File: src/rtl/ctxt_pkg.sv
// Shared definitions for the context-packet scheduler: FSM states, source
// indices, default message codes and a saturating counter helper.
package ctxt_pkg;

  typedef enum logic [1:0] {
    StIdle = 2'd0,
    StBusy = 2'd1,
    StGap  = 2'd2
  } state_e;

  localparam int unsigned SRC_UNDERRUN = 0;
  localparam int unsigned SRC_SEQERR   = 1;
  localparam int unsigned SRC_LATE     = 2;
  localparam int unsigned SRC_ACK      = 3;
  localparam int unsigned SRC_FC       = 4;

  localparam logic [31:0] MSG_NONE       = 32'h0000_0000;
  localparam logic [31:0] FC_MSG_DEFAULT = 32'h0000_0100;

  // Add a small increment to a 16-bit counter, pinning at all-ones.
  function automatic logic [15:0] sat_add16(logic [15:0] a, logic [2:0] b);
    logic [16:0] sum;
    sum = {1'b0, a} + 17'(b);
    return sum[16] ? 16'hFFFF : sum[15:0];
  endfunction

endpackage

File: src/rtl/ctxt_fc_tracker.sv
// Flow-control report source: tracks how far seqnum has moved since the last
// report and how long ago that was, and raises a pending request.
module ctxt_fc_tracker
  import ctxt_pkg::*;
(
  input  logic        clk,
  input  logic        reset,
  input  logic        clear,
  input  logic [31:0] seqnum,
  input  logic [15:0] fc_interval,
  input  logic [31:0] fc_timeout,
  input  logic        fc_grant,
  output logic        fc_req
);

  logic [31:0] last_rep;
  logic [31:0] fc_timer;
  logic [31:0] delta;
  logic        hit_interval;
  logic        hit_timeout;

  // Modulo-2^32 distance keeps the trigger correct across seqnum wrap.
  always_comb begin
    delta        = seqnum - last_rep;
    hit_interval = (fc_interval != 16'h0) && (delta >= {16'h0, fc_interval});
    hit_timeout  = (fc_timeout != 32'h0) && (fc_timer >= fc_timeout) && (delta != 32'h0);
  end

  // Report bookkeeping: grant re-bases on the current seqnum and restarts the timer.
  always_ff @(posedge clk) begin
    if (reset) begin
      last_rep <= 32'h0;
      fc_timer <= 32'h0;
      fc_req   <= 1'b0;
    end else if (clear) begin
      last_rep <= seqnum;
      fc_timer <= 32'h0;
      fc_req   <= 1'b0;
    end else if (fc_grant) begin
      last_rep <= seqnum;
      fc_timer <= 32'h0;
      fc_req   <= 1'b0;
    end else begin
      if (fc_timer != 32'hFFFF_FFFF) fc_timer <= fc_timer + 32'h1;
      if (hit_interval || hit_timeout) fc_req <= 1'b1;
    end
  end

endmodule

File: src/rtl/ctxt_pkt_sched.sv
// Context-packet scheduler: captures event requests, arbitrates them with the
// FC report source, triggers the generator one packet at a time and enforces
// a hold-off gap after each completion.
module ctxt_pkt_sched
  import ctxt_pkg::*;
#(
  parameter int unsigned NUM_EV   = 4,
  parameter int unsigned HOLDOFF  = 8,
  parameter int unsigned WAIT_MAX = 1023,
  parameter logic [31:0] FC_MSG   = FC_MSG_DEFAULT
) (
  input  logic                  clk,
  input  logic                  reset,
  input  logic                  clear,
  input  logic                  enable,
  input  logic [NUM_EV-1:0]     ev_req,
  input  logic [32*NUM_EV-1:0]  ev_msg,
  input  logic [31:0]           seqnum,
  input  logic [15:0]           fc_interval,
  input  logic [31:0]           fc_timeout,
  output logic                  trigger,
  output logic [31:0]           message,
  input  logic                  sent,
  output logic                  busy,
  output logic [NUM_EV:0]       pend,
  output logic [15:0]           drop_cnt,
  output logic                  timeout_err
);

  localparam int unsigned NUM_SRC = NUM_EV + 1;
  localparam int unsigned WW = (WAIT_MAX > 0) ? $clog2(WAIT_MAX + 1) : 1;
  localparam int unsigned GW = (HOLDOFF > 0) ? $clog2(HOLDOFF + 1) : 1;

  state_e              state;
  logic [NUM_EV-1:0]   ev_pend;
  logic [31:0]         ev_msg_q [NUM_EV];
  logic [WW-1:0]       wait_cnt;
  logic [GW-1:0]       gap_cnt;
  logic                fc_req;
  logic [NUM_SRC-1:0]  pend_all;
  logic [NUM_SRC-1:0]  grant;
  logic                grant_ok;
  logic [2:0]          n_drop;
  logic [31:0]         win_msg;

  ctxt_fc_tracker u_fc (
    .clk         (clk),
    .reset       (reset),
    .clear       (clear),
    .seqnum      (seqnum),
    .fc_interval (fc_interval),
    .fc_timeout  (fc_timeout),
    .fc_grant    (grant[SRC_FC]),
    .fc_req      (fc_req)
  );

  assign pend_all = {fc_req, ev_pend};
  assign pend     = pend_all;
  assign busy     = (state != StIdle);

  // Fixed-priority pick (lowest index wins), winner's message and drop count.
  always_comb begin
    grant_ok = (state == StIdle) && enable && !clear && (|pend_all);
    grant    = '0;
    if (grant_ok) begin
      for (int i = 0; i < NUM_SRC; i++) begin
        if (pend_all[i] && (grant == '0)) grant[i] = 1'b1;
      end
    end
    win_msg = FC_MSG;
    unique case (1'b1)
      grant[SRC_UNDERRUN]: win_msg = ev_msg_q[SRC_UNDERRUN];
      grant[SRC_SEQERR]:   win_msg = ev_msg_q[SRC_SEQERR];
      grant[SRC_LATE]:     win_msg = ev_msg_q[SRC_LATE];
      grant[SRC_ACK]:      win_msg = ev_msg_q[SRC_ACK];
      default:             win_msg = FC_MSG;
    endcase
    // A request on a source being granted this cycle re-arms it, so no drop.
    n_drop = 3'd0;
    for (int i = 0; i < NUM_EV; i++) begin
      if (ev_req[i] && ev_pend[i] && !grant[i]) n_drop = n_drop + 3'd1;
    end
  end

  // Event pending capture; clear overrides any same-cycle request.
  always_ff @(posedge clk) begin
    if (reset) begin
      ev_pend  <= '0;
      drop_cnt <= 16'h0;
      for (int i = 0; i < NUM_EV; i++) ev_msg_q[i] <= MSG_NONE;
    end else if (clear) begin
      ev_pend  <= '0;
      drop_cnt <= 16'h0;
    end else begin
      for (int i = 0; i < NUM_EV; i++) begin
        if (ev_req[i] && (!ev_pend[i] || grant[i])) begin
          ev_pend[i]  <= 1'b1;
          ev_msg_q[i] <= ev_msg[32*i +: 32];
        end else if (grant[i]) begin
          ev_pend[i] <= 1'b0;
        end
      end
      drop_cnt <= sat_add16(drop_cnt, n_drop);
    end
  end

  // Packet FSM: grant, wait for sent (or time out), then hold-off gap.
  always_ff @(posedge clk) begin
    if (reset) begin
      state       <= StIdle;
      trigger     <= 1'b0;
      message     <= MSG_NONE;
      wait_cnt    <= '0;
      gap_cnt     <= '0;
      timeout_err <= 1'b0;
    end else begin
      trigger <= 1'b0;
      unique case (state)
        StIdle: begin
          if (grant_ok) begin
            trigger  <= 1'b1;
            message  <= win_msg;
            wait_cnt <= '0;
            state    <= StBusy;
          end
        end
        StBusy: begin
          wait_cnt <= wait_cnt + 1'b1;
          if (sent) begin
            gap_cnt <= GW'(HOLDOFF);
            state   <= (HOLDOFF == 0) ? StIdle : StGap;
          end else if (wait_cnt == WW'(WAIT_MAX)) begin
            timeout_err <= 1'b1;
            gap_cnt     <= GW'(HOLDOFF);
            state       <= StGap;
          end
        end
        StGap: begin
          if (gap_cnt == '0) state <= StIdle;
          else gap_cnt <= gap_cnt - 1'b1;
        end
        default: state <= StIdle;
      endcase
      // Clear drops status only; an in-flight packet still runs to completion.
      if (clear) timeout_err <= 1'b0;
    end
  end

endmodule

File: config.mk
export PLATFORM = sky130hd
export DESIGN_NAME = ctxt_pkt_sched
export DESIGN_NICKNAME = d
export VERILOG_FILES = /design/src/rtl/ctxt_pkg.sv /design/src/rtl/ctxt_fc_tracker.sv /design/src/rtl/ctxt_pkt_sched.sv
export SDC_FILE = /design/constraint.sdc
export NUM_CORES = 1
export LEC_CHECK = 0
export ABC_CLOCK_PERIOD_IN_PS = 5000
export BUFFER_PORTS_ARGS = -buffer_cell sky130_fd_sc_hd__buf_2
export CORE_MARGIN = 3
export CORE_UTILIZATION = 56
export CTS_CLUSTER_DIAMETER = 50
export DETAILED_ROUTE_END_ITERATION = 6
export PLACE_DENSITY = 0.77
export SKIP_CTS_REPAIR_TIMING = 1
export SLEW_MARGIN = 0
export SYNTH_ARGS = -nofsm -noshare
export SYNTH_HDL_FRONTEND = slang
export SYNTH_SLANG_ARGS = --single-unit
File: constraint.sdc
create_clock -name clk -period 5 [get_ports clk]
set_input_delay 1 -clock clk [delete_from_list [all_inputs] [get_ports clk]]
set_output_delay 1 -clock clk [all_outputs]
set_load 0.01 [all_outputs]
Word level (Yosys, flattened, before mapping)
Memory sizes are Yosys's and may differ from the RTL's.
Index checks and enable logic that the tools add are counted.

operators by class
  $add $sub $neg = 8
  order comparisons = 2
  eq/ne operators = 8
  muxes and demuxes = 60
  bitwise gates (word level) = 7
  reductions and logical operators = 61

operators with widths
  kind                   count
  $mux 32                6
  $pmux 32 s4            1
  $reduce_bool 32->1     2
  $mux 1                 37
  $add 32x1->32 const B  1
  $ge 32x16->1           1
  $ge 32x32->1           1
  $ne 32x32->1 const B   1
  $sub 32x32->32         1
  $logic_and 1x1->1      22
  $pmux 10 s2            1
  $add 16x3->17          1
  $mux 16                1
  $reduce_bool 16->1     1
  $reduce_bool 2->1      8
  $mux 4                 3
  $add 10x1->10 const B  1
  $eq 10x10->1 const B   1
  $mux 10                1
  $add 3x1->3 const B    3
  $logic_not 1->1        9
  $mux 3                 3
  $reduce_and 3->1       3
  $logic_not 4->1        2
  other kinds (18)       35

word-level totals
  register bits after elaboration = 135
  RAM bits = 128
  input bits = 217
  output and inout bits = 56
  logic and storage cells = 161
  memories kept = 1

memories
  memory    words  bits a word  read ports  clocked after Yosys merged registers in  wr ports  line                  RTL
  ev_msg_q  4      32           4           0                                        4         ctxt_pkt_sched.sv:36  logic [31:0] ev_msg_q [NUM_EV];

Logic depth before layout (Yosys ltp)
Gate-level depths: netlist of run 1.

  word-level depth = 32
  gate-level depth with buffers = 22
  depth with buffers taken out = 21

Modules after synthesis
A second synthesis of run 1 with hierarchy kept.

second synthesis, totals
  cell total of the unflattened synthesis = 1522
  area, all modules = 14501.4 sq um

modules (own cells, without submodules)
  module           times used  cells an instance  area an instance (sq um)  seq. area each (sq um)
  ctxt_pkt_sched   1           719                8568.2                    5245.0
  ctxt_fc_tracker  1           803                5933.2                    1301.2

Worst setup path before layout of run 1
No wires, ideal clock.

  path kind = in2reg
  start = input clear
  end = register drop_cnt[10]
  library setup time = 71 ps
  arrival time = 4587 ps
  data required time = 4929 ps
  slack = 342 ps
  stages on the path = 18
  buffers on the path = 2
  cells stage by stage = or3b_2 clkbuf_1 nor2_1 nand2_1 nand3_1 inv_1 ha_1 xnor2_1 ha_1 mux2_2 inv_1 fa_1 nor2b_1 o21a_1 nand4_1 or3_1 clkbuf_1 a21oi_1

on the way
  cells in the longest elaborated chain, start to end = 15
  elaborated cells between the ends (all ways) = 22
  those cells by class = add/sub: 4; mux: 6; reduce/logical: 12

RTL lines
  item                            line                   RTL
  start, declared                 ctxt_pkt_sched.sv:14   input logic clear,
  $logic_not 1->1                 ctxt_pkt_sched.sv:63   grant_ok = (state == StIdle) && enable && !clear && (|pend_all);
  $logic_and 1x1->1 (2 in a row)  ctxt_pkt_sched.sv:63
  $mux 5                          ctxt_pkt_sched.sv:65   if (grant_ok) begin
  $logic_not 1->1                 ctxt_pkt_sched.sv:81   if (ev_req[i] && ev_pend[i] && !grant[i]) n_drop = n_drop + 3'd1;
  $logic_and 1x1->1               ctxt_pkt_sched.sv:81
  $mux 1                          ctxt_pkt_sched.sv:81
  $add 3x1->3                     ctxt_pkt_sched.sv:81
  $mux 3                          ctxt_pkt_sched.sv:81
  $add 3x1->3                     ctxt_pkt_sched.sv:81
  $mux 3                          ctxt_pkt_sched.sv:81
  $add 3x1->3                     ctxt_pkt_sched.sv:81
  $mux 3                          ctxt_pkt_sched.sv:81
  $add 16x3->17                   ctxt_pkg.sv:23         sum = {1'b0, a} + 17'(b);
  $mux 16                         ctxt_pkg.sv:24         return sum[16] ? 16'hFFFF : sum[15:0];
  end signal, assigned            ctxt_pkt_sched.sv:103  drop_cnt <= sat_add16(drop_cnt, n_drop);
  end, declared                   ctxt_pkt_sched.sv:26   output logic [15:0] drop_cnt,

Parallel ways exist; a longest one is shown, timed or not.
A chain may end at the register's enable or synchronous reset.

Worst setup path after layout of run 1
  start = register state[0]
  end = register drop_cnt[0]

on the way
  cells in the longest elaborated chain, start to end = 16
  elaborated cells between the ends (all ways) = 22
  those cells by class = add/sub: 4; mux: 6; reduce/logical: 12

RTL lines
  item                                line                   RTL
  start, declared                     ctxt_pkt_sched.sv:34   state_e state;
  start signal, assigned              ctxt_pkt_sched.sv:110  state <= StIdle;
  start signal, assigned              ctxt_pkt_sched.sv:124  state <= StBusy;
  start signal, assigned              ctxt_pkt_sched.sv:131  state <= (HOLDOFF == 0) ? StIdle : StGap;
  $logic_not 2->1 (*)                 ctxt_pkt_sched.sv:63
  $logic_and 1x1->1 (*) (3 in a row)  ctxt_pkt_sched.sv:63
  $mux 5 (*)                          ctxt_pkt_sched.sv:65
  $logic_not 1->1                     ctxt_pkt_sched.sv:81
  $logic_and 1x1->1                   ctxt_pkt_sched.sv:81
  $mux 1                              ctxt_pkt_sched.sv:81
  $add 3x1->3                         ctxt_pkt_sched.sv:81
  $mux 3                              ctxt_pkt_sched.sv:81
  $add 3x1->3                         ctxt_pkt_sched.sv:81
  $mux 3                              ctxt_pkt_sched.sv:81
  $add 3x1->3                         ctxt_pkt_sched.sv:81
  $mux 3 (*)                          ctxt_pkt_sched.sv:81
  $add 16x3->17 (*)                   ctxt_pkg.sv:23
  $mux 16 (*)                         ctxt_pkg.sv:24

Every way passes the cells marked *; elsewhere a longest branch is shown, timed or not.

==> impl_metrics.env, run 1 <==
export IMPL_status="finished, final reports clean"
export IMPL_gp_congestion=0.9084
export IMPL_setup_viol=0
export IMPL_crit_type="reg -> reg"
export IMPL_dp_hpwl_um=25470
export IMPL_num_fill_cells=1857
export IMPL_synth_top_cell_area_share=0.2779
export IMPL_layout_common_cells="272 x buf_2, 150 x nand2_1, 135 x dfxtp_1"
export IMPL_fin_skew_ps=27.63
export IMPL_worst_pin_slew_ps=1119
export IMPL_power_density_nw_per_um2=319.3
export IMPL_cts_tree="built"
export IMPL_cts_buffers=31
export IMPL_synth_seq_area_share=0.4733
export IMPL_hp_start="u_fc.last_rep[12]"
export IMPL_die_h_um=163.2
export IMPL_synth_nets=1773
export IMPL_wirelength_um=36460
export IMPL_r2r_slack_ps=570
export IMPL_multi_input_area_sq_um=6711
export IMPL_areaGrowthSynthToFinish_pct=19.62
export IMPL_cap_viol_max_count=0
export IMPL_finalNonFillerCells=2068
export IMPL_synth_ff_type="dfxtp_1"
export IMPL_hold_path_class="reg -> reg"
export IMPL_drcViolationCount=0
export IMPL_num_rows=56
export IMPL_grt_max_degree=39
export IMPL_fmax_mhz=225.5
export IMPL_crit_fanout=13
export IMPL_min_to="u_fc.last_rep[12]"
export IMPL_grt_ovfl_total=0
export IMPL_syn_instance_count=1466
export IMPL_cp_arrival_ps=4920
export IMPL_cts_root_buf="clkbuf_16"
export IMPL_grt_total_usage=0.2671
export IMPL_hold_path_cell_count=2
export IMPL_crit_path_start_kind="register"
export IMPL_drive_gt1_frac=0.2094
export IMPL_avgSynthCellArea_sq_um=9.435
export IMPL_finalHoldViolCount=0
export IMPL_avgRoutedWirePerCell_um=17.63
export IMPL_power_leakage_nw=6.938
export IMPL_pre_cts_ws_ps=167.4
export IMPL_yosys_warnings=0
export IMPL_synth_seq_cells=263
export IMPL_reg2reg_to="drop_cnt[0]"
export IMPL_required_ps=5480
export IMPL_drt_initial_drc_count=711
export IMPL_tns_ps=0
export IMPL_antenna_found_initial=1
export IMPL_fin_ws_ps=565.7
export IMPL_r2r_cells=17
export IMPL_netlist_area_sq_um=13830
export IMPL_start_util=0.5789
export IMPL_die_width_um=163.2
export IMPL_ir_worst_vdd_mv=0.3520
export IMPL_nNetsFinal=2030
export IMPL_yosysUniqueCellTypes=62
export IMPL_ant_nets=0
export IMPL_fin_crit_ps=4434
export IMPL_finish_utilization=0.6925
export IMPL_drtPass1Iterations=5
export IMPL_vias_per_cell=5.709
export IMPL_clock_sinks=263
export IMPL_portBuffers=272
export IMPL_grt_pass1_wl_um=57640
export IMPL_slew_headroom=0.2518
export IMPL_clkLatencyLatePin_ps=570
export IMPL_core_area_sq_um=23890
export IMPL_clk_pin_slew_worst_paths_ps=60
export IMPL_synth_edff_count=128
export IMPL_timing_rr_start="state[0]"
export IMPL_num_vias=11810
export IMPL_dieArea_sq_um=26620
export IMPL_min_period_over_period=0.8869
export IMPL_io_pin_count=273
export IMPL_final_seq_area_sq_um=6546
export IMPL_grt_pass1_vias=11620
export IMPL_dp_cells=2009
export IMPL_async_reset_ff_frac=0
export IMPL_cts_buffer_depth=3
export IMPL_finalMaxSlewViolations=0
export IMPL_setup_worst_path_start="state[0]"
export IMPL_htree_num_levels=1
export IMPL_synth_area_leader_cell="edfxtp_1"
export IMPL_rsz0062_at_grt="false"
export IMPL_end_kind="register"
export IMPL_final_common_cell="buf_2"
export IMPL_synthTopCellsByArea="edfxtp_1 28%, dfxtp_1 20%, ha_1 8.0%"
[synthesized netlist by cell type, drive strengths merged (13+ instances only)]
library cell    n
and2          134
ha             88
inv           101
or3            13
clkbuf         60
nand3          36
nor2b          13
nand4          23
a22oi          62
xor2           26
and3           18
nand2         150
o21ai          50
edfxtp        128
nor4           15
nor3           14
nor2           95
xnor2          35
dfxtp         135
a31oi          38
a21o           18
a21oi         108
[metal layers]
layer  global-route usage  part of all wire
met1               0.3396              0.41
met2               0.4687              0.49
met4              0.09150             0.028
met3              0.03703             0.071
met5                    0                 0
[area by class of cell]
class                      instances  share of cell area
antenna                            1           0.0001512
clock buffer                      43             0.05263
clock inverter                    15            0.008923
inverter                         101             0.02291
multi-input combinational       1037              0.4056
sequential                       263              0.3956
tap                              319             0.02412
timing repair buffer             289             0.08999
[sequential cells by signal, indices dropped and copies added (netlist names), 2 cells and up]
| register | count |
|---|---|
| ev_pend | 4 |
| message | 32 |
| drop_cnt | 16 |
| u_fc.last_rep | 32 |
| ev_msg_q | 128 |
| gap_cnt | 4 |
| state | 2 |
| wait_cnt | 10 |
| u_fc.fc_timer | 32 |
[kinds of logic (layout without fill, tap and decap cells)]
kind of cell,count (synthesis),count (layout),synth area share
compound gates,341,341,0.1573
xor+xnor,61,61,0.03862
fa+ha+maj,90,90,0.08250
buf+inv,166,448,0.04704
flops,263,263,0.4733
mux,4,4,0.003075
other cells,0,1,0
simple gates,541,541,0.1982
[how the worst max path moves through the flow]
stage / endpoint / slack [ps] / cells past startpoint
after floorplan: drop_cnt[10] / 340 / 18
after global placement: u_fc.fc_req / 240 / 19
after detailed placement: drop_cnt[0] / 170 / 17
after CTS: drop_cnt[1] / 570 / 17
after global routing: drop_cnt[15] / 210 / 20
final: drop_cnt[0] / 570 / 17
[power by group]
part / internal [mW] / switching (mW) / total, mW
clock network: 1.28 / 0.919 / 2.20
registers: 2.37 / 0.0413 / 2.41
logic: 0.277 / 0.396 / 0.673
[critical path, cell delays in order (launching register included)]
cell and delay (ps):
dfxtp_1 320, or2_2 340, or3b_2 640, nor2_1 160, nand2_1 100, nand3_1 130, inv_1 50, ha_1 300
xnor2_1 170, ha_1 290, mux2_2 160, inv_1 60, fa_1 420, nor2b_1 130, o21a_1 170, nand4_1 130
or3_1 590, a21oi_1 210
[metrics by stage]
stage               hold slack (ps)  power (mW)  area, sq um
finish                        449.6       5.283        16550
global route                  464.1       5.489        16550
CTS                           452.9       5.308        16540
detailed placement            445.1       3.118        15520
global placement              437.9       3.094        15520
floorplan                     431.9       2.867        13830
Power figures use the tool's default switching activity.
==> run 2: changes to the inputs <==
--- a/config.mk
+++ b/config.mk
@@ -5,13 +5,13 @@
 export SDC_FILE = /design/constraint.sdc
 export NUM_CORES = 1
 export LEC_CHECK = 0
-export ABC_CLOCK_PERIOD_IN_PS = 5000
+export ABC_CLOCK_PERIOD_IN_PS = 5370
 export BUFFER_PORTS_ARGS = -buffer_cell sky130_fd_sc_hd__buf_2
 export CORE_MARGIN = 3
-export CORE_UTILIZATION = 56
+export CORE_UTILIZATION = 30
 export CTS_CLUSTER_DIAMETER = 50
 export DETAILED_ROUTE_END_ITERATION = 6
-export PLACE_DENSITY = 0.77
+export PLACE_DENSITY = 0.45
 export SKIP_CTS_REPAIR_TIMING = 1
 export SLEW_MARGIN = 0
 export SYNTH_ARGS = -nofsm -noshare
==> constraint.sdc (replaced) <==
create_clock -name clk -period 5.37 [get_ports clk]
set_input_delay 1.074 -clock clk [delete_from_list [all_inputs] [get_ports clk]]
set_output_delay 1.074 -clock clk [all_outputs]
set_load 0.01 [all_outputs]
==> impl_metrics.env, run 2 (same netlist as run 1, synthesis figures left out) <==
export IMPL_clkLatencyLatePin_ps=550
export IMPL_final_common_cell="buf_2"
export IMPL_power_leakage_nw=7.037
export IMPL_fin_skew_ps=24.29
export IMPL_grt_pass1_wl_um=64140
export IMPL_cts_tree="built"
export IMPL_whs_ps=448.5
export IMPL_die_h_um=220.7
export IMPL_antenna_found_initial=11
export IMPL_layout_common_cells="271 x buf_2, 150 x nand2_1, 135 x dfxtp_1"
export IMPL_grt_pass1_vias=11460
export IMPL_drt_initial_drc_count=537
export IMPL_required_ps=5830
export IMPL_ant_nets=0
export IMPL_drcViolationCount=0
export IMPL_grt_total_usage=0.1688
export IMPL_cap_viol_max_count=0
export IMPL_start_util=0.3041
export IMPL_areaGrowthSynthToFinish_pct=23.58
export IMPL_dp_hpwl_um=29280
export IMPL_power_total_mw=5.274
export IMPL_core_area_sq_um=45480
export IMPL_fin_ws_ps=738.7
export IMPL_drtPass1Iterations=5
export IMPL_grt_ovfl_total=0
export IMPL_nNetsFinal=2035
export IMPL_cp_arrival_ps=5090
export IMPL_critPathSlowestCell="or3_1"
export IMPL_drive_gt1_frac=0.2127
export IMPL_vias_per_cell=4.879
export IMPL_dieArea_sq_um=48720
export IMPL_worst_pin_slew_ps=1071
export IMPL_r2r_cells=17
export IMPL_die_width_um=220.7
export IMPL_max_flop_register="ev_msg_q"
export IMPL_cts_buffers=39
export IMPL_tns_ps=0
export IMPL_path_cells="or2_2 -> or3b_2 -> nor2_1 -> nand2_1 -> nand3_1 -> inv_1 -> ha_1 -> xnor2_1 -> ha_1 -> mux2_2 -> inv_1 -> fa_1 -> nor2b_1 -> o21a_1 -> nand4_1 -> or3_1 -> a21oi_1"
export IMPL_avgRoutedWirePerCell_um=17.64
export IMPL_grt_max_degree=58
export IMPL_clk_pin_slew_worst_paths_ps=50
export IMPL_path_delay_family="simple AND/OR/NAND/NOR gates"
export IMPL_end_kind="register"
export IMPL_wirelength_um=41670
export IMPL_largest_reg_flops=128
export IMPL_hold_path_class="reg -> reg"
export IMPL_power_density_nw_per_um2=308.5
export IMPL_hold_path_cell_count=2
export IMPL_slew_headroom=0.2858
export IMPL_cts_root_buf="clkbuf_16"
export IMPL_max_stage_delay_ps=680
export IMPL_htree_num_levels=2
export IMPL_gp_congestion=0.7975
export IMPL_io_pin_count=273
export IMPL_fmax_mhz=215.9
export IMPL_num_rows=78
export IMPL_min_period_over_period=0.8624
export IMPL_fin_crit_ps=4631
export IMPL_finalHoldViolCount=0
export IMPL_setup_viol=0
export IMPL_num_vias=11530
export IMPL_finalMaxSlewViolations=0
export IMPL_cts_buffer_depth=3
export IMPL_ir_worst_vdd_mv=0.1949
export IMPL_crit_type="reg -> reg"
export IMPL_rsz0062_at_grt="false"
export IMPL_status="finished, final reports clean"
export IMPL_portBuffers=272
export IMPL_path_buf_inv=2
export IMPL_crit_path_start_kind="register"
export IMPL_crit_fanout=13
export IMPL_pre_cts_ws_ps=234.5
export IMPL_worstSetupPathDepth=17
export IMPL_clock_sinks=263
run 2: metal layers:
metal / track usage / share of wire / vias to the layer above
met5: 0 / 0.0024 / -
met2: 0.2842 / 0.47 / 275
met1: 0.2131 / 0.44 / 5404
met3: 0.04216 / 0.065 / 71
li1: - / - / 5761
met4: 0.05310 / 0.024 / 14
run 2: worst reg2reg max path, cell delays in order (launching register included):
cell and delay (ps):
dfxtp_1 320, or2_2 320, or3b_2 620, nor2_1 160, nand2_1 100, nand3_1 130, inv_1 50, ha_1 300
xnor2_1 170, ha_1 280, mux2_2 150, inv_1 60, fa_1 420, nor2b_1 140, o21a_1 170, nand4_1 290
or3_1 680, a21oi_1 220
run 2: metrics by stage:
| step | instance area (sq um) | util | std cells |
|---|---|---|---|
| after floorplan | 13830 | - | 1466 |
| after detailed placement | 15870 | 0.3490 | 2287 |
| after global routing | 17090 | 0.3757 | 2359 |
| final | 17090 | 0.3759 | 2362 |
| after global placement | 15870 | 0.3490 | 2287 |
| after CTS | 17080 | 0.3756 | 2358 |
run 2: where the power goes:
| part | internal (mW) | total (mW) | switching [mW] |
|---|---|---|---|
| Combinational | 0.257 | 0.635 | 0.378 |
| Sequential | 2.20 | 2.24 | 0.0342 |
| Clock | 1.44 | 2.40 | 0.961 |
run 2: path summary, 6_finish.rpt:
kind | end | slack (ps) | startpoint
worst min register to register | u_fc.last_rep[21] | 450 | u_fc.last_rep[21]
worst min-delay path | u_fc.last_rep[21] | 450 | u_fc.last_rep[21]
worst max-delay path | drop_cnt[0] | 740 | state[0]
worst max register to register | drop_cnt[0] | 740 | state[0]
run 2: layout make-up:
cell class / instances / area (sq um)
diodes: 4 / 10.01
clock buffers: 51 / 1051
clock inverters: 20 / 161.4
fillers: 4740 / 28380
inverters: 101 / 379.1
multi-input cells: 1037 / 6726
flip-flops and latches: 263 / 6546
well taps: 600 / 750.7
repair buffers: 286 / 1469
